[src/rtl/branch_predict_tracker.sv]
// In-flight conditional-branch tracker: FIFO of {idx, pred}, registered BHT update strobe and mispredict flush.
// Optional macro BPT_STATS_EN adds saturating resolve/mispredict counters.
module branch_predict_tracker #(
    parameter int DEPTH  = 4,
    parameter int ADDR_W = 5
) (
    input  logic              clk,
    input  logic              reset,
    input  logic              fetch_valid,
    input  logic              fetch_is_branch,
    input  logic [ADDR_W-1:0] fetch_idx,
    input  logic              fetch_pred,
    input  logic              resolve_valid,
    input  logic              resolve_taken,
    output logic              fetch_stall,
    output logic              bht_write_en,
    output logic [ADDR_W-1:0] bht_write_addr,
    output logic              bht_was_taken,
    output logic              mispredict,
`ifdef BPT_STATS_EN
    output logic [15:0]       stat_resolved,
    output logic [15:0]       stat_mispredicts,
`endif
    output logic              underflow_err
);

    localparam int PTR_W = (DEPTH > 1) ? $clog2(DEPTH) : 1;
    localparam int CNT_W = PTR_W + 1;
    localparam logic [CNT_W-1:0] FULL_CNT = CNT_W'(DEPTH);

    logic [ADDR_W-1:0] idx_mem_q [DEPTH];
    logic [DEPTH-1:0]  pred_mem_q;

    logic [PTR_W-1:0]  head_q, head_d;
    logic [PTR_W-1:0]  tail_q, tail_d;
    logic [CNT_W-1:0]  count_q, count_d;

    logic              wr_en_q;
    logic [ADDR_W-1:0] wr_addr_q;
    logic              was_taken_q;
    logic              mispredict_q;
    logic              underflow_q;

    logic              full;
    logic              empty;
    logic              push;
    logic              pop;
    logic              mis;
    logic              head_pred;
    logic [ADDR_W-1:0] head_idx;

    assign full      = (count_q == FULL_CNT);
    assign empty     = (count_q == '0);
    assign push      = fetch_valid & fetch_is_branch & ~full;
    assign pop       = resolve_valid & ~empty;
    assign head_pred = pred_mem_q[head_q];
    assign head_idx  = idx_mem_q[head_q];
    assign mis       = pop & (head_pred != resolve_taken);

    always_comb begin
        head_d  = head_q;
        tail_d  = tail_q;
        count_d = count_q;
        if (mis) begin
            // Flush drops every in-flight entry, including a push arriving this cycle.
            head_d  = tail_q;
            count_d = '0;
        end else begin
            if (push) tail_d = tail_q + 1'b1;
            if (pop)  head_d = head_q + 1'b1;
            if (push && !pop)
                count_d = count_q + 1'b1;
            else if (pop && !push)
                count_d = count_q - 1'b1;
        end
    end

    always_ff @(posedge clk) begin
        if (reset) begin
            head_q       <= '0;
            tail_q       <= '0;
            count_q      <= '0;
            wr_en_q      <= 1'b0;
            wr_addr_q    <= '0;
            was_taken_q  <= 1'b0;
            mispredict_q <= 1'b0;
            underflow_q  <= 1'b0;
        end else begin
            head_q       <= head_d;
            tail_q       <= tail_d;
            count_q      <= count_d;
            wr_en_q      <= pop;
            mispredict_q <= mis;
            if (pop) begin
                wr_addr_q   <= head_idx;
                was_taken_q <= resolve_taken;
            end
            if (resolve_valid && empty)
                underflow_q <= 1'b1;
        end
    end

    // Entry storage carries no reset; validity is tracked by the pointers alone.
    always_ff @(posedge clk) begin
        if (push && !mis) begin
            idx_mem_q[tail_q]  <= fetch_idx;
            pred_mem_q[tail_q] <= fetch_pred;
        end
    end

`ifdef BPT_STATS_EN
    logic [15:0] stat_res_q;
    logic [15:0] stat_mis_q;

    always_ff @(posedge clk) begin
        if (reset) begin
            stat_res_q <= '0;
            stat_mis_q <= '0;
        end else begin
            if (pop && stat_res_q != 16'hFFFF)
                stat_res_q <= stat_res_q + 16'd1;
            if (mis && stat_mis_q != 16'hFFFF)
                stat_mis_q <= stat_mis_q + 16'd1;
        end
    end

    assign stat_resolved    = stat_res_q;
    assign stat_mispredicts = stat_mis_q;
`endif

    assign fetch_stall    = full;
    assign bht_write_en   = wr_en_q;
    assign bht_write_addr = wr_addr_q;
    assign bht_was_taken  = was_taken_q;
    assign mispredict     = mispredict_q;
    assign underflow_err  = underflow_q;

endmodule
[config.mk]
export PLATFORM = sky130hd
export DESIGN_NAME = branch_predict_tracker
export DESIGN_NICKNAME = d
export VERILOG_FILES = /design/src/rtl/branch_predict_tracker.sv
export SDC_FILE = /design/constraint.sdc
export NUM_CORES = 1
export LEC_CHECK = 0
export BUFFER_PORTS_ARGS = -buffer_cell sky130_fd_sc_hd__clkbuf_2
export CORE_UTILIZATION = 45
export CTS_CLUSTER_SIZE = 12
export DETAILED_ROUTE_END_ITERATION = 7
export GPL_TIMING_DRIVEN = 0
export PLACE_DENSITY = 0.63
export SKIP_CTS_REPAIR_TIMING = 1
export SLEW_MARGIN = 20
export SYNTH_ARGS = -nofsm -noshare
export SYNTH_HDL_FRONTEND = slang
export SYNTH_SLANG_ARGS = --single-unit
[constraint.sdc]
create_clock -name clk -period 5.2 [get_ports clk]
set_clock_uncertainty 0.2 [all_clocks]
set_input_delay 1.04 -clock clk [delete_from_list [all_inputs] [get_ports clk]]
set_output_delay 1.04 -clock clk [all_outputs]
set_load 0.05 [all_outputs]
# Word-level counts from Yosys, hierarchy flattened
# Memory sizes are Yosys's and may differ from the RTL's. A register that Yosys moved wholly into a read port is not among the register bits.
# Index checks and enable logic that the tools add are counted.
word_totals:
  mem_bits_rw: 20
  inputBits: 12
  latch_bits: 0
  word_cells: 49
  regBits: 15
  mem_count: 1
  output_inout_bits: 10
  rom_bits: 0
memory_table:
  columns: ["memory", "words", "word_bits", "read_ports", "rd_ports_with_merged_regs", "wr", "line_no", "text"]
  rows:
  - ["idx_mem_q", 4, 5, 1, 1, 1, "31", "logic [ADDR_W-1:0] idx_mem_q [DEPTH];"]
classes:
  n_div: 0
  mul: 0
  shift: 0
  n_mux: 11
  add_sub_neg: 4
  n_lt_le_gt_ge: 3
  n_reduce_logical: 13
  n_eq_ne: 2
  n_bitwise: 7
ops:
  columns: ["op", "n"]
  rows:
  - ["2-bit by 3-bit less-than comparator with 1-bit output (second input constant)", 2]
  - ["3-bit two-way mux", 2]
  - ["1-bit logical AND", 5]
  - ["2-bit by 1-bit adder with 2-bit output (second input constant)", 2]
  - ["1-bit bitwise AND", 4]
  - ["4-bit bitwise mux", 1]
  - ["1-bit two-way mux", 4]
  - ["2-bit two-way mux", 2]
  - ["2-bit nonzero test", 2]
  - ["3-bit by 1-bit adder with 3-bit output (second input constant)", 1]
  - ["3-bit equality test (second input constant)", 1]
  - ["1-bit logical NOT", 3]
  - ["3-bit logical NOT", 1]
  - ["1-bit NOT", 3]
  - ["3-bit by 1-bit subtractor with 3-bit output (second input constant)", 1]
  - ["1-bit binary-select mux with 2-bit select", 1]
  - ["1-bit demux with 2-bit select", 1]
  - ["2-bit by 1-bit >= comparator with 1-bit output (second input constant)", 1]
  - ["2-bit AND reduction", 1]
  - ["2-bit OR reduction", 1]
  - ["1-bit != test", 1]

# Longest topological paths before layout
# Gate-level depths: netlist of run 1.
depth:
  word_depth: 8
  mapped_depth: 10
  ltp_nobuf: 10

# Least setup slack after synthesis of run 1
# OpenSTA, ideal clock, no wires.
synth_path:
  path_type: "register -> register"
  start: "reg count_q[2]"
  end: "reg count_q[1]"
  slack_ps: 2067
  path_buffers: 0
  synth_period_minus_slack_ps: 3133
  setup_time_ps: 121
  t_required_ps: 4879
  path_stages_with_launch: 9
  t_arrival_ps: 2813
  cell_sequence: "dfxtp_1 nor3b_1 or2_2 inv_1 ha_1 inv_1 fa_1 mux2i_1 nor2_1"
synth_between:
  elab_chain_cells: 6
  word_cells_on_any_way: 14
  cone_classes: "eq/ne (1); mux (1); bitwise (5); reduce/logical (7)"
synth_lines:
  columns: ["item", "line_no", "text"]
  rows:
  - ["start: declaration", "36", "logic [CNT_W-1:0] count_q, count_d;"]
  - ["start signal: assignment", "91", "count_q <= count_d;"]
  - ["3-bit equality test *", "52", "assign full = (count_q == FULL_CNT);"]
  - ["via fetch_stall", "15", "output logic fetch_stall,"]
  - ["1-bit NOT *", "54", "assign push = fetch_valid & fetch_is_branch & ~full;"]
  - ["1-bit bitwise AND *", "54", null]
  - ["1-bit logical NOT", "73", "else if (pop && !push)"]
  - ["1-bit logical AND", "73", null]
  - ["2-bit nonzero test (no line)", null, null]
# The timed path passes the listed nets; every way through them passes the cells marked *.
# A chain may end at the register's enable or synchronous reset.

# Worst setup path in the final report of run 1
layout_path:
  start: "in resolve_valid"
  end: "reg count_q[2]"
layout_between:
  elab_chain_cells: 4
  word_cells_on_any_way: 8
  cone_classes: "mux (1); bitwise (2); reduce/logical (5)"
layout_lines:
  columns: ["item", "line_no", "text"]
  rows:
  - ["start: declaration", "13", "input logic resolve_valid,"]
  - ["1-bit bitwise AND *", "55", "assign pop = resolve_valid & ~empty;"]
  - ["1-bit logical NOT", "71", "if (push && !pop)"]
  - ["1-bit logical AND", "71", null]
  - ["3-bit two-way mux or 2-bit nonzero test (tied branches)", null, null]
# Mark *: on every way between the ends. The rest lies on a longest branch, timed or not.

==> run metrics, run 1 <==
WS Path Type=in2reg; CP max FO=10; yosys warns=0; r2r endpoint=count_q[2]$_SDFFE_PP0P_; minimum clock period after layout=2.71 ns; # IOs=22; CTS buffer count=5; critical path, cell by cell=clkbuf_2, o31a_1, inv_1, buf_2, ha_1, inv_1, fa_1, xor2_1, nor2_1, xnor2_1, nor2_1; vias in the first global route=1,087; Seq/Total Area, Yosys=0.606; Core Rows=22; Antenna Violating Nets Remaining=0; most area-consuming cells after synthesis=edfxtp_1, dfxtp_1, mux4_2; HPWL Detailed=2.26 mm; Crit path depth=11; Area after DPL=1880 um2; fin util=0.545; Arrival @ worst endpoint=2.69 ns; DRC violations left=0; top-area cell type share of the netlist area=0.419; final instance area=2000 um2; register area=1040 um2; Initial Utilization=0.470; H-tree levels=2; top_reg_cell synth=edfxtp_1; share of cells above drive strength 1=0.245; cell depth of the worst hold path=2; min-delay src=bht_write_addr[1]$_SDFFE_PP0P_; Min-Delay Path Class=reg2reg; switching share of power=0.356; syn avg cell area=12.7 um2; count of final setup violators=0; Bufs on Longest Clock Path=2; Yosys cell types=34; max incr delay on CP=0.38 ns; chip width=63.8 um; GPL Wtd Cong=0.812; ant diodes=0; clock network fraction of total power=0.241; clk slew on worst S/H paths=0.08 ns; Mapped Nets=153; via count=1,121; critical path endpoint category=flip-flop; Power, Total=1.00 mW; Flop pwr share=0.420; WL per Instance=14.6 um; gr usage total=0.171; Fillers=333; fin crit share=0.522; hold-critical path endpoint=bht_write_addr[1]$_SDFFE_PP0P_; final hold violations=0; setup_tns=0 ns; P_sw=0.357 mW; Via density=5.31; Routed Wire Length=3.08 mm; GRT overflow=0; core area=3660 um2; drt pass-1 iters=5; Area Overhead vs Synth=16.1%; Placed Instances=203; Multi-input gate area=626 um2; Port Buf Inserts=20; status=finished, final reports clean; R2R depth=10; CTS Sinks=40; Worst-Skew Late Latency=0.28 ns; Comb pwr share=0.339; FFs w/ async S/R, synth=0; CTS tree=yes; flop2flop setup slack=2.73 ns; reg2reg start=count_q[0]$_SDFFE_PP0P_; Least-Margin Pin Slew=0.438 ns; Pint=0.645 mW; Critical Path RT=5.17 ns; Worst slew margin=0.708; unrepaired setup endpoints after global routing=no; Netlist Area Pre-Place=1720 um2; CP delay by family, top=adder cells; # Max-Cap Violations=0; Seq cells post-synth=40; final net count=180; Die Y=63.8 um; Fmax=368 MHz; EDFF count, synth=24; die area=4070 um2; initial antenna violation count=0; pin count of the biggest net entering global routing=14; Cell Pwr Density=502 nW/um2; Leak Pwr=0.743 nW; Peak supply drop=178 uV; CP bufs+invs=4; Root Buffer Master=clkbuf_8; 1st-iter DRT viols=94; Crit-path slowest cell=fa_1; max-slew violations=0; Mapped Cells=135; global-route wire length before repair=5.10 mm; crit path launch type=input pin; Synth area leader=edfxtp_1; final cell count without fillers=211
flip-flops by register name, indices dropped and copies added, names as in the netlist:
| name | flops |
|---|---|
| bht_was_taken | 1 |
| pred_mem_q | 4 |
| mispredict | 1 |
| bht_write_addr | 5 |
| count_q | 3 |
| bht_write_en | 1 |
| tail_q | 2 |
| underflow_err | 1 |
| head_q | 2 |
| idx_mem_q | 20 |
worst min-delay path: stages, from the launching register on:
cell	delay (ns)
dfxtp_1	0.31
nand2_1	0.05
a21oi_1	0.05
cell usage after synthesis, types with 2 or more instances:
master / count
a21oi_1: 10
nor3_1: 3
mux2i_1: 2
xor2_1: 3
o21ai_0: 2
dfxtp_1: 16
nand2_1: 16
edfxtp_1: 24
ha_1: 5
nor2_1: 10
buf_2: 3
mux4_2: 6
o211ai_1: 2
inv_1: 7
clkbuf_1: 2
xnor2_1: 3
and2_1: 4
worst max path at each step:
stage,from,to
3_5_place_dp,resolve_valid,count_q[2]$_SDFFE_PP0P_
5_1_grt,resolve_valid,count_q[2]$_SDFFE_PP0P_
3_3_place_gp,resolve_valid,count_q[2]$_SDFFE_PP0P_
2_1_floorplan,count_q[2]$_SDFFE_PP0P_,count_q[1]$_SDFFE_PP0P_
6_report,resolve_valid,count_q[2]$_SDFFE_PP0P_
4_1_cts,resolve_valid,count_q[2]$_SDFFE_PP0P_
metrics by stage:
step / setup WS (ns) / hold slack [ns]
floorplan: 2.07 / 0.321
global placement: 2.23 / 0.245
detailed placement: 2.18 / 0.250
CTS: 2.49 / 0.261
global route: 2.36 / 0.284
finish: 2.49 / 0.258
cells in the final DEF (no fill, tap or decap), types with 2 or more instances in the layout:
cell	synthesis	layout
clkbuf_2	0	20
mux2i_1	2	2
a21oi_1	10	10
o211ai_1	2	2
clkbuf_8	0	6
inv_1	7	7
xnor2_1	3	3
o21ai_0	2	2
nand2_1	16	16
buf_2	3	3
dfxtp_1	16	16
and2_1	4	4
ha_1	5	5
clkbuf_1	2	2
mux4_2	6	6
xor2_1	3	3
nor3_1	3	3
edfxtp_1	24	24
nor2_1	10	10
kinds of logic after synthesis:
group,count (synthesis),synth area share
compound gates,22,0.0808
xor+xnor,7,0.0400
fa+ha+maj,6,0.0480
buf+inv,13,0.0306
flops,40,0.606
mux,9,0.0968
simple gates,38,0.0983
metal layers:
layer,vias to the layer above,global-route usage,share of wire
met5,-,0,0
met4,0,0.0653,0.0081
met3,4,0.0589,0.046
met2,35,0.282,0.50
met1,543,0.204,0.44
li1,539,-,-
layout make-up:
type,instances,area share
sequential,40,0.522
multi-input combinational,82,0.313
clock buffer,7,0.0539
timing repair buffer,20,0.0502
tap,48,0.0301
buffer,6,0.0132
inverter,7,0.0132
clock inverter,1,0.00439
power groups by stage:
stage / logic, mW / clock network (mW) / registers [mW]
2_1_floorplan: 0.212 / 0 / 0.474
3_3_place_gp: 0.326 / 0 / 0.425
3_5_place_dp: 0.338 / 0 / 0.429
4_1_cts: 0.340 / 0.250 / 0.422
5_1_grt: 0.373 / 0.258 / 0.429
6_report: 0.340 / 0.241 / 0.421
Note: power is estimated with default switching activity, not from simulation.
==> run 2, diff against run 1 <==
clock period = 2.6 ns   (was 5.2 ns; I/O delays follow)
==> run 2 against run 1 <==
  * Sequential share of layout area hardly changed
  * First-iteration DRC count fell by 37%
  * Clock power increased by 98%
  * Sequential cell count did not move
  * Via count down 4.2%
  * Clock-buffer cell count fell by 1
  * Non-clock buffer count unchanged
  * Global-route usage is 0.49 points lower
  * Core utilization hardly changed
  * Critical endpoint unchanged
  * Largest power group unchanged
==> run metrics, run 2 (synthesized netlist as in run 1, its figures left out) <==
status=finished, final reports clean; CTS buffer count=5 (unchanged); core area=3660 um2 (unchanged); DRC violations left=0 (unchanged); # IOs=22 (unchanged); final worst slack=0.158 ns (-2.33 ns); 1st-iter DRT viols=59 (-37%); Via density=5.09 (-4.2%); CP max FO=10 (unchanged); max incr delay on CP=0.39 ns (about the same); final hold violations=0 (unchanged); Worst slew margin=0.720 (+0.0123); unrepaired setup endpoints after global routing=no; Die Y=63.8 um (unchanged); HPWL Detailed=2.12 mm (-6.1%); Fillers=311 (-6.6%); most frequent cells in the layout=edfxtp_1, clkbuf_2, nand2_1, dfxtp_1; Crit-path slowest cell=o31a_1; pin count of the biggest net entering global routing=15 (+1); ant diodes=0 (unchanged); Root Buffer Master=clkbuf_8; WS Path Type=reg2reg; max reg flops=20 (unchanged); metal3 WL=92 um (-35%); Fmax=409 MHz; die area=4070 um2 (unchanged); Critical Path RT=2.59 ns (-2.58 ns); CP delay by family, top=adder cells; CTS tree=yes; count of final setup violators=0 (unchanged); critical path endpoint category=flip-flop; P_sw=0.720 mW (+100%); H-tree levels=2 (unchanged); Arrival @ worst endpoint=2.43 ns (-0.26 ns); Area after DPL=1880 um2 (+0.27%); minimum clock period after layout=2.44 ns; GPL Wtd Cong=0.824 (+1.5%); critical path, cell by cell=o31a_1, inv_1, clkbuf_4, ha_1, inv_1, fa_1, xor2_1, nor2_1, xnor2_1, nor2_1; Port Buf Inserts=20 (unchanged); met2 WL post-DR=1.42 mm (-7.9%); via count=1,074 (-4.2%); Initial Utilization=0.470 (unchanged); initial antenna violation count=0 (unchanged); Bufs on Longest Clock Path=2 (unchanged); clk slew on worst S/H paths=0.08 ns (about the same); Leak Pwr=0.741 nW (-0.25%); fin util=0.545 (about the same); Placed Instances=203 (unchanged); Top reg by flops=idx_mem_q; CTS Sinks=40 (unchanged); final instance area=2000 um2 (about the same); share of cells above drive strength 1=0.252 (+0.00613); WL per Instance=14.0 um (-4.0%); gr usage total=0.166 (-0.00491); GRT overflow=0 (unchanged); Least-Margin Pin Slew=0.419 ns (-0.0184 ns); Cell Pwr Density=996 nW/um2 (+98%); Comb pwr share=0.337 (-0.002); Antenna Violating Nets Remaining=0 (unchanged); Area Overhead vs Synth=16.2% (about the same); vias in the first global route=1,059 (-2.6%); CP bufs+invs=3 (-1); final net count=180 (unchanged); Worst-Skew Late Latency=0.29 ns (about the same); max-slew violations=0 (unchanged); switching share of power=0.362 (+0.00598); pre-CTS WS=0.101 ns (-2.08 ns); chip width=63.8 um (unchanged); final cell count without fillers=211 (unchanged); Pint=1.27 mW (+97%); Min-Delay Path Class=in2reg; # Max-Cap Violations=0 (unchanged); fin crit share=0.939; Flop pwr share=0.423 (+0.003); DR top layer=met4; Peak supply drop=375 uV (+110%); Core Rows=22 (unchanged); setup_tns=0 ns (unchanged); global-route wire length before repair=4.86 mm (-4.6%); Routed Wire Length=2.96 mm (-4.0%); most common cell after layout, fill and taps aside=edfxtp_1; crit path launch type=flip-flop; clock network fraction of total power=0.240 (about the same); drt pass-1 iters=4 (-1); met1 wire length=1.39 mm (+1.7%)
-- run 2: changes by cell type in the layout (fill, tap and decap cells not counted) --
cell and delta:
buf_2 -1, clkbuf_4 +1, clkbuf_8 -1, clkinv_4 -1, clkinvlp_4 +1, inv_6 +1
nor3b_1 -1, nor3b_2 +1
-- run 2: metal layers --
metal / global-route usage / up-vias
met3: 0.0536 / 6
li1: - / 538
met2: 0.283 / 21
met4: 0.0767 / 0
met1: 0.186 / 509
met5: 0 / -
-- run 2: path summary, 6_finish.rpt --
kind / to / cells past startpoint / slack (ns) / start
min: pred_mem_q[0]$_DFFE_PP_ / 1 / 0.25 / fetch_pred
min reg2reg: bht_write_addr[4]$_SDFFE_PP0P_ / 2 / 0.26 / bht_write_addr[4]$_SDFFE_PP0P_
max reg2reg: count_q[2]$_SDFFE_PP0P_ / 10 / 0.16 / count_q[1]$_SDFFE_PP0P_
max: count_q[2]$_SDFFE_PP0P_ / 10 / 0.16 / count_q[1]$_SDFFE_PP0P_
-- run 2: worst reg2reg max path: cells and delay by family, from the launching register on --
kind / cells / cell delay, ns
adders and majority gates: 2 / 0.57
buffers and inverters: 3 / 0.35
AOI/OAI and AO/OA: 1 / 0.39
and+or+nand+nor: 2 / 0.16
xor gates and xnor gates: 2 / 0.28
DFF: 1 / 0.37
-- run 2: area by class of cell --
type	instances	area [um2]	share of cell area
Sequential cell	40	1040	0.521
Multi-Input combinational cell	82	631	0.316
Timing Repair Buffer	20	100	0.0501
Clock buffer	6	93.8	0.0470
Tap cell	48	60.1	0.0301
Buffer	6	28.8	0.0144
Inverter	7	26.3	0.0132
Clock inverter	2	16.3	0.00815
-- run 2: metrics by stage --
| step | total power [mW] | hold WS [ns] |
|---|---|---|
| after floorplan | 1.38 | 0.320 |
| after global placement | 1.51 | 0.245 |
| after detailed placement | 1.52 | 0.249 |
| after CTS | 2.01 | 0.240 |
| after global routing | 2.12 | 0.230 |
| final | 1.99 | 0.246 |
-- run 2: power by group through the flow --
stage | sequential, mW | combinational, mW | clock (mW)
after global routing | 0.855 | 0.741 | 0.521
final | 0.841 | 0.670 | 0.478
after detailed placement | 0.858 | 0.665 | 0
after floorplan | 0.951 | 0.427 | 0
after global placement | 0.852 | 0.656 | 0
after CTS | 0.843 | 0.671 | 0.491
==> run 3, diff against run 2 <==
PLACE_DENSITY = 0.69   (was 0.63)
SLEW_MARGIN = 30   (was 20)
==> run 3 against run 2 <==
  * Final cell count is the same
  * Fmax is essentially flat
  * Via count grew 4.7%
  * Clock power shrank 17%
  * Wire length grew 2.7%
  * First-iteration DRC count shrank 8.5%
==> run metrics, run 3 (synthesized netlist as in run 1, its figures left out) <==
share of cells above drive strength 1=0.252 (unchanged); Critical path origin=count_q[0]$_SDFFE_PP0P_; initial antenna violation count=0 (unchanged); Initial Utilization=0.470 (unchanged); WS Path Type=reg2reg; r2r endpoint=count_q[2]$_SDFFE_PP0P_; Port Buf Inserts=20 (unchanged); ant diodes=0 (unchanged); Routed Wire Length=3.04 mm (+2.7%); flop2flop setup slack=0.16 ns (about the same); Antenna Violating Nets Remaining=0 (unchanged); DRC violations left=0 (unchanged); Die Y=63.8 um (unchanged); CTS tree=yes; Critical Path RT=2.58 ns (about the same); setup_tns=0 ns (unchanged); max reg flops=20 (unchanged); Area Overhead vs Synth=14.8%; R2R depth=10 (unchanged); WL per Instance=14.4 um (+2.7%); Bufs on Longest Clock Path=2 (unchanged); CTS buffer count=5 (unchanged); Arrival @ worst endpoint=2.42 ns (about the same); Root Buffer Master=clkbuf_8; gr usage total=0.177 (+0.0117); via count=1,125 (+4.7%); Via density=5.33 (+4.7%); final worst slack=0.157 ns (-0.000766 ns); final hold violations=0 (unchanged); final net count=180 (unchanged); CP max FO=10 (unchanged); Core Rows=22 (unchanged); CTS Sinks=40 (unchanged); Fmax=409 MHz (about the same); most common cell after layout, fill and taps aside=edfxtp_1; crit path launch type=flip-flop; most frequent cells in the layout=edfxtp_1, clkbuf_2, nand2_1, dfxtp_1; # IOs=22 (unchanged); vias in the first global route=1,092 (+3.1%); reg2reg start=count_q[0]$_SDFFE_PP0P_; drt pass-1 iters=4 (unchanged); 1st-iter DRT viols=54 (-8.5%); Fillers=303 (-2.6%); H-tree levels=2 (unchanged); Top reg by flops=idx_mem_q; # Max-Cap Violations=0 (unchanged); clk slew on worst S/H paths=0.08 ns (about the same); critical path endpoint category=flip-flop; pin count of the biggest net entering global routing=14 (-1); fin crit share=0.940 (about the same); die area=4070 um2 (unchanged); GPL Wtd Cong=0.811 (-1.7%); Min-Delay Path Class=in2reg; Leak Pwr=0.736 nW (-0.68%); Peak supply drop=496 uV (+32%); GRT overflow=0 (unchanged); core area=3660 um2 (unchanged); minimum clock period after layout=2.44 ns (+0.000766 ns); Cell Pwr Density=973 nW/um2 (-2.3%); HPWL Detailed=2.21 mm (+4.1%); count of final setup violators=0 (unchanged); chip width=63.8 um (unchanged); Worst-Skew Late Latency=0.29 ns (about the same); min-delay src=fetch_idx[2]; status=finished, final reports clean; unrepaired setup endpoints after global routing=no; Worst slew margin=0.693 (-0.0270); global-route wire length before repair=5.26 mm (+8.1%); max-slew violations=0 (unchanged); Least-Margin Pin Slew=0.460 ns (+0.0406 ns); crit path to=count_q[2]$_SDFFE_PP0P_; pre-CTS WS=0.109 ns (+0.00780 ns)
[run 3: cell count changes in the layout (fill, tap and decap cells not counted), sizes merged]
cell | before | now
clkbuf | 29 | 28
clkinvlp | 1 | 0
inv | 8 | 7
clkinv | 0 | 3
[run 3: where the power goes]
group | switching (mW) | internal [mW]
logic | 0.433 | 0.247
registers | 0.0709 | 0.772
clock network | 0.211 | 0.187
[run 3: layout make-up]
class                      instances  area (um2)  area share
sequential                        40        1040       0.527
tap                               48        60.1      0.0304
multi-input combinational         82         631       0.319
clock inverter                     3        18.8     0.00951
buffer                             6        28.8      0.0146
timing repair buffer              20         100      0.0507
clock buffer                       5        68.8      0.0349
inverter                           7        26.3      0.0133
[run 3: per-layer routing]
metal,part of all wire,routed length [um],track usage
met1,0.46,1410,0.231
met2,0.48,1460,0.277
met3,0.041,124,0.0536
met4,0.016,48,0.0682
met5,0,0,0
[run 3: critical path: stages, from the launching register on]
cell and delay (ns):
dfxtp_1 0.38, o31a_1 0.39, inv_1 0.11, clkbuf_4 0.20
ha_1 0.19, inv_1 0.06, fa_1 0.37, xor2_1 0.15
nor2_1 0.11, xnor2_1 0.13, nor2_1 0.05
[run 3: worst min path at each step]
stage                                                 to  slack (ns)  cells past startpoint
after floorplan                  count_q[2]$_SDFFE_PP0P_        0.32                      2
after global placement    bht_write_addr[3]$_SDFFE_PP0P_        0.24                      2
after detailed placement  bht_write_addr[0]$_SDFFE_PP0P_        0.25                      2
after CTS                      idx_mem_q[2][2]$_DFFE_PP_        0.24                      1
after global routing           idx_mem_q[1][2]$_DFFE_PP_        0.24                      1
final                          idx_mem_q[1][2]$_DFFE_PP_        0.25                      1
[run 3: metrics by stage]
stage	power, mW	hold WS (ns)	area [um2]	cells	utilization
floorplan	1.38	0.320	1720	135	-
global placement	1.51	0.245	1880	203	0.515
detailed placement	1.53	0.250	1880	203	0.515
CTS	1.93	0.241	1970	211	0.539
global route	2.06	0.239	1970	211	0.539
finish	1.92	0.249	1970	211	0.539
